$ cat src/rtl/bcd_pkg.sv
// Shared types and constants for the sequential binary-to-BCD-to-7-segment path.
// Holds the controller state enum and the segment lookup table.
package bcd_pkg;

  typedef enum logic [1:0] {
    IDLE  = 2'd0,
    SHIFT = 2'd1,
    DONE  = 2'd2
  } state_t;

  localparam int BIN_W_MAX = 6;
  localparam int SEG_W     = 7;
  localparam logic [SEG_W-1:0] SEG_BLANK = 7'h00;

  // Active-high segments, bit0=a ... bit6=g; non-decimal nibbles blank the digit.
  function automatic logic [SEG_W-1:0] seg_lookup(input logic [3:0] digit);
    logic [SEG_W-1:0] seg;
    case (digit)
      4'd0:    seg = 7'h3F;
      4'd1:    seg = 7'h06;
      4'd2:    seg = 7'h5B;
      4'd3:    seg = 7'h4F;
      4'd4:    seg = 7'h66;
      4'd5:    seg = 7'h6D;
      4'd6:    seg = 7'h7D;
      4'd7:    seg = 7'h07;
      4'd8:    seg = 7'h7F;
      4'd9:    seg = 7'h6F;
      default: seg = SEG_BLANK;
    endcase
    return seg;
  endfunction

endpackage

$ cat src/rtl/dd_seq_ctrl_if.sv
// Start/done handshake plus digit and segment outputs of dd_seq_ctrl.
// The master side is the value producer / display consumer, the slave side is the controller.
interface dd_seq_ctrl_if
  import bcd_pkg::*;
#(
  parameter int BIN_W = 6
);

  logic             in_start;
  logic [BIN_W-1:0] in_Bin;
  logic             out_busy;
  logic             out_done;
  logic [3:0]       out_ones;
  logic [3:0]       out_tens;
  logic [SEG_W-1:0] out_O;
  logic [SEG_W-1:0] out_T;

  modport master (
    output in_start,
    output in_Bin,
    input  out_busy,
    input  out_done,
    input  out_ones,
    input  out_tens,
    input  out_O,
    input  out_T
  );

  modport slave (
    input  in_start,
    input  in_Bin,
    output out_busy,
    output out_done,
    output out_ones,
    output out_tens,
    output out_O,
    output out_T
  );

endinterface

$ cat src/rtl/seg7_dec.sv
// Combinational BCD-to-7-segment decoder, one instance per displayed digit.
module seg7_dec
  import bcd_pkg::*;
(
  input  logic [3:0]       bcd,
  output logic [SEG_W-1:0] seg
);

  assign seg = seg_lookup(bcd);

endmodule

$ cat src/rtl/dd_seq_ctrl.sv
// Sequential double-dabble converter: one shift/add-3 step per clock, registered BCD digits
// feeding two 7-segment decoders. Define LEADING_ZERO_BLANK_EN to blank a zero tens digit.
module dd_seq_ctrl
  import bcd_pkg::*;
#(
  parameter int BIN_W  = 6,
  parameter int DIGITS = 2
)(
  input  logic         clk,
  input  logic         rst_n,
  dd_seq_ctrl_if.slave bus
);

  localparam int SCR_W = BIN_W + 4 * DIGITS;
  localparam int CNT_W = $clog2(BIN_W + 1);
  localparam logic [CNT_W-1:0] LAST_STEP = CNT_W'(BIN_W - 1);

  state_t           state;
  logic [SCR_W-1:0] scratch;
  logic [SCR_W-1:0] scratch_adj;
  logic [SCR_W-1:0] scratch_next;
  logic [CNT_W-1:0] step;
  logic             busy_q;
  logic             done_q;
  logic [3:0]       ones_q;
  logic [3:0]       tens_q;
  logic [SEG_W-1:0] seg_ones;
  logic [SEG_W-1:0] seg_tens;

  // One double-dabble step: correct every BCD nibble of 5 or more, then shift the whole word.
  always_comb begin
    scratch_adj = scratch;
    for (int d = 0; d < DIGITS; d++) begin
      if (scratch[BIN_W + 4*d +: 4] >= 4'd5) begin
        scratch_adj[BIN_W + 4*d +: 4] = scratch[BIN_W + 4*d +: 4] + 4'd3;
      end
    end
    scratch_next = {scratch_adj[SCR_W-2:0], 1'b0};
  end

  always_ff @(posedge clk or negedge rst_n) begin
    if (!rst_n) begin
      state   <= IDLE;
      scratch <= '0;
      step    <= '0;
      busy_q  <= 1'b0;
      done_q  <= 1'b0;
      ones_q  <= 4'd0;
      tens_q  <= 4'd0;
    end else begin
      done_q <= 1'b0;
      case (state)
        // DONE accepts a new start exactly like IDLE so back-to-back requests lose no cycle.
        IDLE, DONE: begin
          if (bus.in_start) begin
            scratch <= {{(4*DIGITS){1'b0}}, bus.in_Bin};
            step    <= '0;
            busy_q  <= 1'b1;
            state   <= SHIFT;
          end else begin
            state <= IDLE;
          end
        end
        SHIFT: begin
          scratch <= scratch_next;
          step    <= step + 1'b1;
          if (step == LAST_STEP) begin
            ones_q <= scratch_next[BIN_W     +: 4];
            tens_q <= scratch_next[BIN_W + 4 +: 4];
            busy_q <= 1'b0;
            done_q <= 1'b1;
            state  <= DONE;
          end
        end
        default: begin
          busy_q <= 1'b0;
          state  <= IDLE;
        end
      endcase
    end
  end

  seg7_dec u_dec_ones (
    .bcd (ones_q),
    .seg (seg_ones)
  );

  seg7_dec u_dec_tens (
    .bcd (tens_q),
    .seg (seg_tens)
  );

  assign bus.out_busy = busy_q;
  assign bus.out_done = done_q;
  assign bus.out_ones = ones_q;
  assign bus.out_tens = tens_q;
  assign bus.out_O    = seg_ones;

`ifdef LEADING_ZERO_BLANK_EN
  assign bus.out_T = (tens_q == 4'd0) ? SEG_BLANK : seg_tens;
`else
  assign bus.out_T = seg_tens;
`endif

endmodule

$ cat src/flat_wrapper.sv
// flat-port wrapper written by rule: the top's interface ports become plain ports
module dd_seq_ctrl_flat import bcd_pkg::*;
#(
  parameter int BIN_W  = 6,
  parameter int DIGITS = 2
)
  (clk, rst_n, bus_in_start, bus_in_Bin, bus_out_busy, bus_out_done, bus_out_ones, bus_out_tens, bus_out_O, bus_out_T);
  dd_seq_ctrl_if #(.BIN_W(BIN_W)) bus_i ();
  input  logic clk;
  input  logic rst_n;
  input wire logic [$bits(bus_i.in_start)-1:0] bus_in_start;
  input wire logic [$bits(bus_i.in_Bin)-1:0] bus_in_Bin;
  output wire logic [$bits(bus_i.out_busy)-1:0] bus_out_busy;
  output wire logic [$bits(bus_i.out_done)-1:0] bus_out_done;
  output wire logic [$bits(bus_i.out_ones)-1:0] bus_out_ones;
  output wire logic [$bits(bus_i.out_tens)-1:0] bus_out_tens;
  output wire logic [$bits(bus_i.out_O)-1:0] bus_out_O;
  output wire logic [$bits(bus_i.out_T)-1:0] bus_out_T;
  assign bus_i.in_start = bus_in_start;
  assign bus_i.in_Bin = bus_in_Bin;
  assign bus_out_busy = bus_i.out_busy;
  assign bus_out_done = bus_i.out_done;
  assign bus_out_ones = bus_i.out_ones;
  assign bus_out_tens = bus_i.out_tens;
  assign bus_out_O = bus_i.out_O;
  assign bus_out_T = bus_i.out_T;
  dd_seq_ctrl #(.BIN_W(BIN_W), .DIGITS(DIGITS)) u_core (.clk(clk), .rst_n(rst_n), .bus(bus_i));
endmodule
$ cat config.mk
export PLATFORM = sky130hd
export DESIGN_NAME = dd_seq_ctrl_flat
export DESIGN_NICKNAME = d
export VERILOG_FILES = /design/src/rtl/bcd_pkg.sv /design/src/rtl/dd_seq_ctrl_if.sv /design/src/rtl/seg7_dec.sv /design/src/rtl/dd_seq_ctrl.sv /design/src/flat_wrapper.sv
export SDC_FILE = /design/constraint.sdc
export NUM_CORES = 1
export LEC_CHECK = 0
export ABC_AREA = 1
export CAP_MARGIN = 40
export CORE_MARGIN = 2
export CORE_UTILIZATION = 40
export CTS_CLUSTER_SIZE = 28
export DETAILED_ROUTE_END_ITERATION = 8
export PLACE_DENSITY_LB_ADDON = 0.08
export SLEW_MARGIN = 40
export SYNTH_ARGS = -nofsm -noshare
export SYNTH_HDL_FRONTEND = slang
export SYNTH_SLANG_ARGS = --single-unit
$ cat constraint.sdc
create_clock -name clk -period 1.6 [get_ports clk]
set_clock_uncertainty 0.1 [all_clocks]
set_input_delay 0.32 -clock clk [delete_from_list [all_inputs] [get_ports clk]]
set_output_delay 0.32 -clock clk [all_outputs]
set_load 0.05 [all_outputs]
==> flow_metrics.env <==
export IMPL_cts_inserted_buffers=5
export IMPL_syn_to_final_growth_pct=77.6
export IMPL_worstPathBufferInverterCount=3
export IMPL_status="finished with violations"
export IMPL_critPathRequiredTime_ps=1180
export IMPL_h_tree_depth=2
export IMPL_fp_dieH_um=69.6
export IMPL_slowest_stage="dfrtp_2"
export IMPL_antenna_found_initial=0
export IMPL_crit_family="flip-flops"
export IMPL_routed_wl_um=4330
export IMPL_place_area_mm2=0.00263
export IMPL_drv_cap=0
export IMPL_insertion_delay_ps=280
export IMPL_clkTransAtPathRegs_ps=60
export IMPL_fmax_mhz=520
export IMPL_crit_path_start="u_core.bus.out_tens[1]$_DFFE_PN0P_"
export IMPL_synth_area_mm2=0.00172
export IMPL_cts_tree="done"
export IMPL_io_pin_count=33
export IMPL_seq_area_frac_synth_pct=42.1
export IMPL_r2r_start="u_core.scratch[6]$_DFFE_PN0P_"
export IMPL_cts_buffer_depth=2
export IMPL_cts_hold_buf=0
export IMPL_placedCellCount=322
export IMPL_gr_total_overflow=0
export IMPL_grt_max_degree=30
export IMPL_viasPerCell=4.90
export IMPL_rows=23
export IMPL_reg2reg_slack_ps=170
export IMPL_cts_sinks=29
export IMPL_reg2reg_to="u_core.scratch[8]$_DFFE_PN0P_"
export IMPL_synth_seq_cells=29
export IMPL_postSynthAreaPerCell_um2=7.76
export IMPL_fin_nets=313
export IMPL_maxSlewHeadroom_pct=79.5
export IMPL_firstDrtPassIters=4
export IMPL_critPathMaxFanout=4
export IMPL_worstSetupStartpointType="flop"
export IMPL_grt_pass1_vias=1681
export IMPL_cp_endpoint="bus_out_T[3]"
export IMPL_stdcell_area_mm2=0.00306
export IMPL_coreArea_mm2=0.00409
export IMPL_dp_hpwl_um=2810
export IMPL_drive_above_1_share_pct=45.6
export IMPL_instances_no_fill=337
export IMPL_portBuffers=32
export IMPL_dieWidth_um=69.6
export IMPL_slew_violations=0
export IMPL_num_vias=1651
export IMPL_setup_viol=14
export IMPL_critPathMaxStageDelay_ps=450
export IMPL_drtAntennaViolNets=0
export IMPL_yosysUniqueCellTypes=20
export IMPL_reg2regPathDepth=8
export IMPL_initial_core_util_pct=42.2
export IMPL_diodes=0
export IMPL_drtIter0Drc=37
export IMPL_violations="setup timing"
export IMPL_crit_arrival_ps=1500
export IMPL_yosysWarningCount=0
export IMPL_synth_top_cell_by_area="dfrtp_1"
export IMPL_synthTopCellsByArea="dfrtp_1 42%, nand2_1 16%, ha_1 13%"
export IMPL_worstSetupPathDepth=7
export IMPL_wire_per_inst_um=12.8
export IMPL_min_period_ps=1920
export IMPL_rsz0062_at_grt="yes"
export IMPL_tightest_slew_ps=307
export IMPL_gp_congestion=0.764
export IMPL_worstSetupPathType="flop to primary output"
export IMPL_fin_crit_sh_pct=120
export IMPL_grt_first_pass_wirelength_um=7400
export IMPL_final_cell_mix="48 x nand2_1, 27 x buf_12, 21 x dfrtp_1"
export IMPL_cp_end_kind="primary output"
export IMPL_hold_class="input port to asynchronous set/reset pin"
export IMPL_netlist_area_leader_share_pct=42.1
export IMPL_path_cells="inv_4 > ha_4 > nand2_2 > inv_2 > o21ai_2 > nand2_4 > buf_12"
export IMPL_setup_slack_ps=-323
export IMPL_synthCells=222
export IMPL_drc=0
export IMPL_grt_use_total_pct=18.6
export IMPL_synth_net_count=249
export IMPL_fill_cells=269
export IMPL_hold_viol_final=0
export IMPL_cts_root_buf="clkbuf_8"
export IMPL_final_common_cell="nand2_1"
export IMPL_dieArea_mm2=0.00485
## metrics by stage
step	hold slack (ps)	setup slack [ps]	util (%)	setup TNS, ps
6_report	296	-323	74.9	-3870
2_1_floorplan	-75.6	-178	-	-1680
5_1_grt	320	-381	74.9	-4630
4_1_cts	300	-311	72.2	-3840
3_3_place_gp	362	-93.0	64.4	-233
3_5_place_dp	370	-94.3	64.4	-290
## what timing repair did
action / in CTS / in global routing
setup endpoints to repair: 14 / 14
pin swaps: 19 / 11
gates resized for setup: 46 / 26
buffers inserted: 7 / 3
## metal layers
layer | track usage [%] | vias up | share of wire, %
li1 | - | 846 | -
met5 | 0 | - | 0
met1 | 21.5 | 759 | 42
met2 | 34.7 | 39 | 53
met4 | 5.98 | 0 | 1.7
met3 | 2.91 | 7 | 2.9
## logic make-up (layout without fill, tap and decap cells)
| logic type | Yosys count | count (layout) | synth area share (%) |
|---|---|---|---|
| AND/OR/NAND/NOR | 119 | 119 | 29.2 |
| AO/OA/AOI/OAI | 26 | 26 | 8.13 |
| adder cells (fa/ha/maj) | 18 | 18 | 13.1 |
| buffers and inverters | 30 | 95 | 7.48 |
| flip-flops | 29 | 29 | 42.1 |
## Yosys cell counts
library cell and number:
nand2_1 74, dfrtp_1 29, inv_1 24, ha_1 18, nand3_1 16, o21ai_0 16
nor2_1 13, o22ai_1 8, nor3_1 6, nand4_1 4, nand2_2 3, buf_4 2
inv_2 2, a21oi_1 1, buf_2 1, buf_6 1, nor2_2 1, nor3_2 1
o21ai_1 1, or2_2 1
## worst min-delay path by stage
stage	start	cells after the start	slack, ps	to
after floorplan	rst_n	0	-80	u_core.bus.out_busy$_DFFE_PN0P_
after global placement	u_core.scratch[0]$_DFFE_PN0P_	2	360	u_core.scratch[0]$_DFFE_PN0P_
after detailed placement	u_core.scratch[0]$_DFFE_PN0P_	2	370	u_core.scratch[0]$_DFFE_PN0P_
after CTS	rst_n	2	300	u_core.scratch[10]$_DFFE_PN0P_
after global routing	rst_n	2	320	u_core.scratch[6]$_DFFE_PN0P_
final	rst_n	2	300	u_core.bus.out_ones[1]$_DFFE_PN0P_
## state kept, by name, indices dropped and copies added (netlist names)
name and count:
u_core.bus.out_busy 1, u_core.bus.out_ones 4, u_core.bus.out_done 1, u_core.state 2, u_core.bus.out_tens 4, u_core.step 3, u_core.scratch 14
## worst reg2reg max path: stages (launching register included)
cell and delay [ps]:
dfrtp_1 380, inv_1 100, ha_1 220, inv_1 70, nand2_1 70, nand3_1 150
nand2_1 90, nand3_1 80, nand2_1 50
## cell type report
class	count	area, um^2	share of cell area [%]
Sequential cell	29	736	24.0
Timing Repair Buffer	61	872	28.5
Tap cell	50	62.6	2.04
Clock buffer	8	80.1	2.62
Multi-Input combinational cell	163	1210	39.4
Inverter	26	103	3.35
Power is left out: the tool's default activity adds up to more than one toggle a clock period on the data nets, which glitch-free logic cannot reach.
